$ cat config.mk
export PLATFORM = sky130hd
export DESIGN_NAME = mem_reader
export DESIGN_NICKNAME = d
export VERILOG_FILES = /design/src/rtl/mem_reader.sv
export SDC_FILE = /design/constraint.sdc
export NUM_CORES = 1
export LEC_CHECK = 0
export ABC_AREA = 1
export CAP_MARGIN = 15
export CORE_ASPECT_RATIO = 1.1
export CORE_MARGIN = 5
export CORE_UTILIZATION = 43
export CTS_CLUSTER_DIAMETER = 200
export DETAILED_ROUTE_END_ITERATION = 10
export PLACE_DENSITY_LB_ADDON = 0.08
export SYNTH_ARGS = -nofsm -noshare
export SYNTH_HDL_FRONTEND = slang
export SYNTH_SLANG_ARGS = --single-unit
$ cat constraint.sdc
create_clock -name clk -period 1.35 [get_ports clk]
set_input_delay 0.2025 -clock clk [delete_from_list [all_inputs] [get_ports clk]]
set_output_delay 0.2025 -clock clk [all_outputs]
set_load 0.01 [all_outputs]
$ cat src/rtl/mem_reader.sv
// mem_reader: steps through a MEM16x8 one byte per button press.
// A start request latches the byte count, then each byte is fetched from the
// synchronous memory, presented on value/index, and held until btn_next is
// pressed again. A one-cycle done pulse marks the end of the readback.
// Optional feature: define MEM_READER_AUTO_EN to also advance automatically
// after DWELL_CYCLES clk cycles in the SHOW state.
module mem_reader #(
    parameter int unsigned DWELL_CYCLES = 50000000
) (
    input  logic       clk,
    input  logic       rst_n,
    input  logic       start,
    input  logic [4:0] count,
    input  logic       btn_next,
    output logic [3:0] mem_addr,
    output logic       mem_wr,
    input  logic [7:0] mem_data_in,
    output logic [7:0] value,
    output logic [3:0] index,
    output logic       value_valid,
    output logic       busy,
    output logic       done
);

    typedef enum logic [2:0] {
        S_IDLE,
        S_FETCH,
        S_CAPTURE,
        S_SHOW,
        S_FINISH
    } state_t;

    state_t     state;
    logic [3:0] idx;       // address of the byte being fetched/shown
    logic [4:0] len;       // number of bytes in this readback, 1..16
    logic       btn_prev;  // btn_next level seen on the previous cycle
    logic       btn_rise;
    logic       last_byte;
    logic       advance;

    // A zero-length dwell would advance forever; refuse to elaborate it.
    if (DWELL_CYCLES == 0) begin : g_dwell_check
        $error("mem_reader: DWELL_CYCLES must be at least 1");
    end

    // NOTE: continuous assigns, not 'logic x = expr;' -- a declaration
    // initialiser is evaluated once and would never track its inputs.
    assign btn_rise  = btn_next & ~btn_prev;
    assign last_byte = ({1'b0, idx} + 5'd1) == len;

    // The address follows idx directly, so it only moves when idx moves.
    assign mem_addr = idx;
    assign mem_wr   = 1'b0;

    // Track the previous btn_next level so only a 0->1 transition counts.
    always_ff @(posedge clk or negedge rst_n) begin
        if (!rst_n) begin
            btn_prev <= 1'b0;
        end else begin
            btn_prev <= btn_next;
        end
    end

`ifdef MEM_READER_AUTO_EN
    localparam int unsigned DWELL_W = (DWELL_CYCLES > 1) ? $clog2(DWELL_CYCLES) : 1;

    logic [DWELL_W-1:0] dwell_cnt;
    logic               dwell_hit;

    assign dwell_hit = dwell_cnt == DWELL_W'(DWELL_CYCLES - 1);
    // Either source alone is enough; both together still give one advance.
    assign advance   = btn_rise | dwell_hit;

    // Dwell counter runs only while showing a byte; it is zero on SHOW entry.
    always_ff @(posedge clk or negedge rst_n) begin
        if (!rst_n) begin
            dwell_cnt <= '0;
        end else if (state == S_SHOW && !advance) begin
            dwell_cnt <= dwell_cnt + DWELL_W'(1);
        end else begin
            dwell_cnt <= '0;
        end
    end
`else
    assign advance = btn_rise;
`endif

    // Readback sequencer: all outputs are registered alongside the state.
    always_ff @(posedge clk or negedge rst_n) begin
        if (!rst_n) begin
            state       <= S_IDLE;
            idx         <= 4'd0;
            len         <= 5'd0;
            value       <= 8'd0;
            index       <= 4'd0;
            value_valid <= 1'b0;
            busy        <= 1'b0;
            done        <= 1'b0;
        end else begin
            // NOTE: non-blocking throughout, so every branch reads the state
            // as it was before this edge regardless of statement order.
            done <= 1'b0;
            case (state)
                S_IDLE: begin
                    if (start) begin
                        len         <= (count == 5'd0 || count > 5'd16) ? 5'd16 : count;
                        idx         <= 4'd0;
                        value_valid <= 1'b0;
                        busy        <= 1'b1;
                        state       <= S_FETCH;
                    end
                end
                // Address is on mem_addr this cycle; data returns next cycle.
                S_FETCH: begin
                    state <= S_CAPTURE;
                end
                S_CAPTURE: begin
                    value       <= mem_data_in;
                    index       <= idx;
                    value_valid <= 1'b1;
                    state       <= S_SHOW;
                end
                // Edges arriving in FETCH/CAPTURE were already absorbed by
                // btn_prev, so a held button cannot re-trigger here.
                S_SHOW: begin
                    if (advance) begin
                        if (last_byte) begin
                            done  <= 1'b1;
                            state <= S_FINISH;
                        end else begin
                            idx   <= idx + 4'd1;
                            state <= S_FETCH;
                        end
                    end
                end
                // start is not sampled here, so a request this cycle is lost.
                S_FINISH: begin
                    busy  <= 1'b0;
                    state <= S_IDLE;
                end
                default: begin
                    busy  <= 1'b0;
                    state <= S_IDLE;
                end
            endcase
        end
    end

endmodule

## Word level (Yosys, flattened, before mapping)

Cells that the tools add are included.
Widths: inputs -> output; s select.

| word-level totals | value |
|---|---|
| bits in latches | 0 |
| output and inout port bits | 20 |
| register bits | 28 |
| word-level logic and storage cells | 49 |
| memories | 0 |
| memory bits (read-only) | 0 |
| RAM bits | 0 |
| input port bits | 17 |

| operators by class | value |
|---|---|
| bitwise gates (word level) | 3 |
| multipliers | 0 |
| equality and inequality tests | 7 |
| reduce and logical (&&, ||, !) cells | 11 |
| magnitude comparators | 1 |
| shifts and indexed selects | 0 |
| muxes and demuxes | 16 |
| divide/modulo/power cells | 0 |
| add/sub/neg operators | 2 |

Operators with widths:

| operator | count |
|---|---|
| $mux 4 | 3 |
| $pmux 3 s4 | 1 |
| $mux 3 | 3 |
| $pmux 4 s2 | 1 |
| $reduce_and 2->1 | 4 |
| $eq 3x2->1 const B | 2 |
| $ne 2x2->1 const B | 3 |
| $add 4x1->5 const B | 1 |
| $eq 5x5->1 | 1 |
| $gt 5x5->1 const B | 1 |
| $logic_not 5->1 | 1 |
| $mux 1 | 5 |
| $mux 5 | 1 |
| $add 4x1->4 const B | 1 |
| $pmux 1 s2 | 2 |
| $reduce_and 4->1 | 1 |
| $reduce_bool 2->1 | 2 |
| $eq 3x1->1 const B | 1 |
| $logic_not 3->1 | 1 |
| $reduce_or 3->1 | 1 |
| $not 1->1 | 2 |
| $and 1x1->1 | 1 |
| $logic_or 1x1->1 | 1 |

## Depth between registers and ports, before layout

| depth | value |
|---|---|
| depth after elaboration | 5 |
| mapped depth | 11 |

## Worst setup path after synthesis

Ideal clock, no wire load.

| timing | value |
|---|---|
| path kind | flip-flop to flip-flop |
| start point | register idx[0] (netlist: mem_addr[0]) |
| end point | register idx[0] (netlist: mem_addr[0]) |
| setup time | 0.065 ns |
| arrival | 1.467 ns |
| slack | -0.182 ns |
| stages on the path, launching flop included | 9 |
| period minus slack after synthesis | 1.532 ns |
| cells stage by stage | dfrtp_1 > ha_1 > xnor2_1 > nand3_1 > nor2_2 > nand3_2 > nand2_2 > nand2_1 > nand2_1 |

| on the way | value |
|---|---|
| cells in the longest elaborated chain, start to end | 4 |
| elaborated cells on any way between the ends | 8 |
| classes of those cells | 2 x add/sub; 2 x eq/ne; 3 x mux; 1 x reduce/logical |

RTL lines:

| what | RTL line | RTL |
|---|---|---|
| from (decl) | 34 | `logic [3:0] idx;` |
| from (signal assigned) | 131 | `idx <= idx + 4'd1;` |
| $add 4x1->5 or $add 4x1->4 (tied branches) | 49, 131 |  |
| $eq 5x5->1 or $mux 4 (tied branches) | 49, 127 |  |
| $ne 2x2->1 (no line) or $mux 4 (tied branches) | n/a |  |
| $reduce_and 4->1 (no line) or $pmux 4 s2 (tied branches) | n/a |  |

Several ways; a longest one is shown, not always the timed one. The select of a mux whose other input is x is not followed.
A chain may end at the register's enable or synchronous reset.

## Worst setup path after layout

| timing | value |
|---|---|
| start point | register idx[0] (netlist: mem_addr[0]) |
| end point | register idx[1] (netlist: mem_addr[1]) |

The elaborated chain is that of the path after synthesis.

==> results.yml <==
outcome:
  status: "finished with violations"
  violations: "setup timing"
setup_path:
  worstPathArrival_ps: 1730
  r2r_slack_ps: -110
  timing.rr.end: "mem_addr[1]"
  worstPathMaxFanout: 5
  ff2ff_path_depth: 8
  path_depth: 8
  cp_top_family: "simple AND/OR/NAND/NOR gates"
  endpoint: "mem_addr[1]"
  r2r-start: "mem_addr[0]"
  path_cells: "ha_4 > xnor2_2 > nand3_2 > nor2_2 > nand3_2 > nand2_2 > nand2_1 > nand2_1"
  cpPeakStageDelay_ps: 450
  setup.worst_path.start: "mem_addr[0]"
  path_buf_inv: 0
  end_kind: "flip-flop"
  start_kind: "flip-flop"
  crit_slowest_cell: "dfrtp_2"
  path_class: "flip-flop to flip-flop"
  critical_path_required_ps: 1620
routing:
  drc: 0
  routed-wl-met2_microns: 1740
  wl_met1_microns: 1260
  num_vias: 1169
  antenna_left: 0
  drt_pass1_iterations: 4
  finalWirelength_microns: 3160
  wl_met3_microns: 147
  wl_per_cell_microns: 13.6
  drtIter0Drc: 41
  routed.top_layer: "met4"
  viasPerCell: 5.04
logic_synthesis:
  synth_edf_count: 0
  yosysSeqAreaShare: 0.507
  async_reset_ff_frac: 1.00
  synth_top_area_frac: 0.507
  syn_area_sq_um: 1380
  synthDistinctLibCells: 28
  ys.warnings.count: 0
  synth_cells: 144
  synth_top_area_cell: "dfrtp_1"
  ys_seq_elements: 28
  synth.area.top_cells: "dfrtp_1 (51%), nand2_1 (8.7%), mux2_2 (6.5%)"
  synthTopCellsByCount: "nand2_1 (32), dfrtp_1 (28), nand3_1 (16)"
  synth.most_common_cell: "nand2_1"
  syn_avg_cell_area_sq_um: 9.60
  synth_nets: 163
  ys.flop_type: "dfrtp_1"
layout:
  fillers: 267
  layout-drive-gt1-share: 0.328
  num_antenna_cells: 0
  syn2layout_area_growth_pct: 43.4
  final_nets: 218
  final_area_sq_um: 1980
  post-route-util: 0.645
floorplanning:
  die_y_microns: 69.5
  die_x_microns: 64.1
  die_area_sq_um: 4450
  start_util: 0.450
  ios: 37
  rows: 21
  core_area_sq_um: 3070
placed_design:
  place_congestion: 0.769
  io_buffers: 35
  post_dp_cell_area_sq_um: 1890
  hpwl_microns: 2430
global_routing:
  antenna_found_initial: 0
  grt_start_max_net_pins: 29
  grt_usage: 0.142
  grt_pass1_wl_microns: 5140
  overflow: 0
  grt_pass1_vias: 1200
timing:
  fmax_mhz: 683
  hold_viol: 0
  fin_tns_setup_ps: -590
  finalCritPeriodShare: 1.09
  setup_ws_ps: -115
  maxSlewViolCount: 0
  setup_viol: 7
  fin_crit_ps: 1460
  finClkSkew_ps: 5.83
  grt_setup_unrepaired: "yes"
clock_tree:
  htreeDepth: 1
  clk_pin_slew_ps: 150
  hold_buffers: 0
  cts_buffer_depth: 2
  clk_latency_ps: 330
  cts_tree: "done"
  root_buffer: "clkbuf_4"
  cts_buffers: 3
  cts_sinks: 28
power:
  power.density_nw_per_um2: 1990
  vdd_ir_drop_max_v: 0.00114
  p_leak_nw: 0.985
run:
  maxCapViolations: 0
worst_hold_path:
  hold_class: "input pin to async pin"
## worst register-to-register path, cell delays in order (launching register included)
cell     delay, ps
dfrtp_2        450
ha_4           260
xnor2_2        150
nand3_2        100
nor2_2         100
nand3_2        120
nand2_2        120
nand2_1         50
nand2_1         60
## per-stage QoR
stage | setup slack, ps | total power, mW | cells | hold WS [ps]
2_1_floorplan | -68.1 | 2.58 | 144 | -93.1
3_3_place_gp | -395 | 3.40 | 225 | 460
3_5_place_dp | -432 | 3.46 | 225 | 463
4_1_cts | -137 | 3.95 | 232 | 203
5_1_grt | -195 | 4.23 | 232 | 202
6_report | -115 | 3.95 | 232 | 204
## cells by family (layout without fill, tap and decap cells)
group | count (synthesis) | count (layout) | synth area share
flops | 28 | 28 | 0.507
other cells | 1 | 1 | 0.00271
buf+inv | 20 | 74 | 0.0697
compound gates | 12 | 12 | 0.0561
simple gates | 71 | 71 | 0.267
fa+ha+maj | 2 | 2 | 0.0181
xor+xnor | 1 | 1 | 0.00634
mux | 9 | 9 | 0.0733
## cell usage in the layout (no fill, tap or decap), drive strengths merged
cell,instances
nand2,39
dfrtp,28
dlygate4sd2,20
buf,20
nand3,17
inv,17
clkdlybuf4s50,13
mux2,9
o21ai,8
nor2,7
nand4,5
clkbuf,3
a21oi,3
nor3,2
ha,2
xnor2,1
or4,1
o211ai,1
conb,1
bufinv,1
## worst min-delay path by stage
stage,start,to,slack (ps)
2_1_floorplan,rst_n,btn_prev,-90
3_3_place_gp,busy,busy,460
3_5_place_dp,value_valid,value_valid,460
4_1_cts,rst_n,mem_addr[3],200
5_1_grt,rst_n,mem_addr[3],200
6_report,rst_n,mem_addr[3],200
## registers in the layout, summed over array words and instances, names as in the netlist
name         cells
value_valid      1
done             1
btn_prev         1
index            4
len              5
busy             1
mem_addr         4
value            8
state            3
## per-layer routing
metal / vias up / GRT usage
met5: - / 0
met3: 4 / 0.0357
li1: 582 / -
met2: 24 / 0.257
met1: 559 / 0.163
met4: 0 / 0.0370
## cell type report
cell class	instances	area [sq um]	area share
clock buffer	3	22.5	0.0114
clock inverter	1	30.0	0.0151
inverter	17	66.3	0.0334
multi-input combinational	96	649	0.327
sequential	28	706	0.356
tap	34	42.5	0.0215
timing repair buffer	53	467	0.235
## report_power, final
part | total [mW] | switching [mW] | leakage (nW) | internal, mW
registers | 1.35 | 0.199 | 0.346 | 1.15
logic | 2.04 | 1.07 | 0.611 | 0.976
clock network | 0.549 | 0.249 | 0.0279 | 0.300
total | 3.95 | 1.52 | 0.985 | 2.43
## repair_timing
action,in CTS,in global routing
gates cloned,0,0
setup endpoints to repair,30,11
pin swaps,8,3
setup buffers,3,0
resized for setup,33,8
Note: power is estimated with default switching activity, not from simulation.
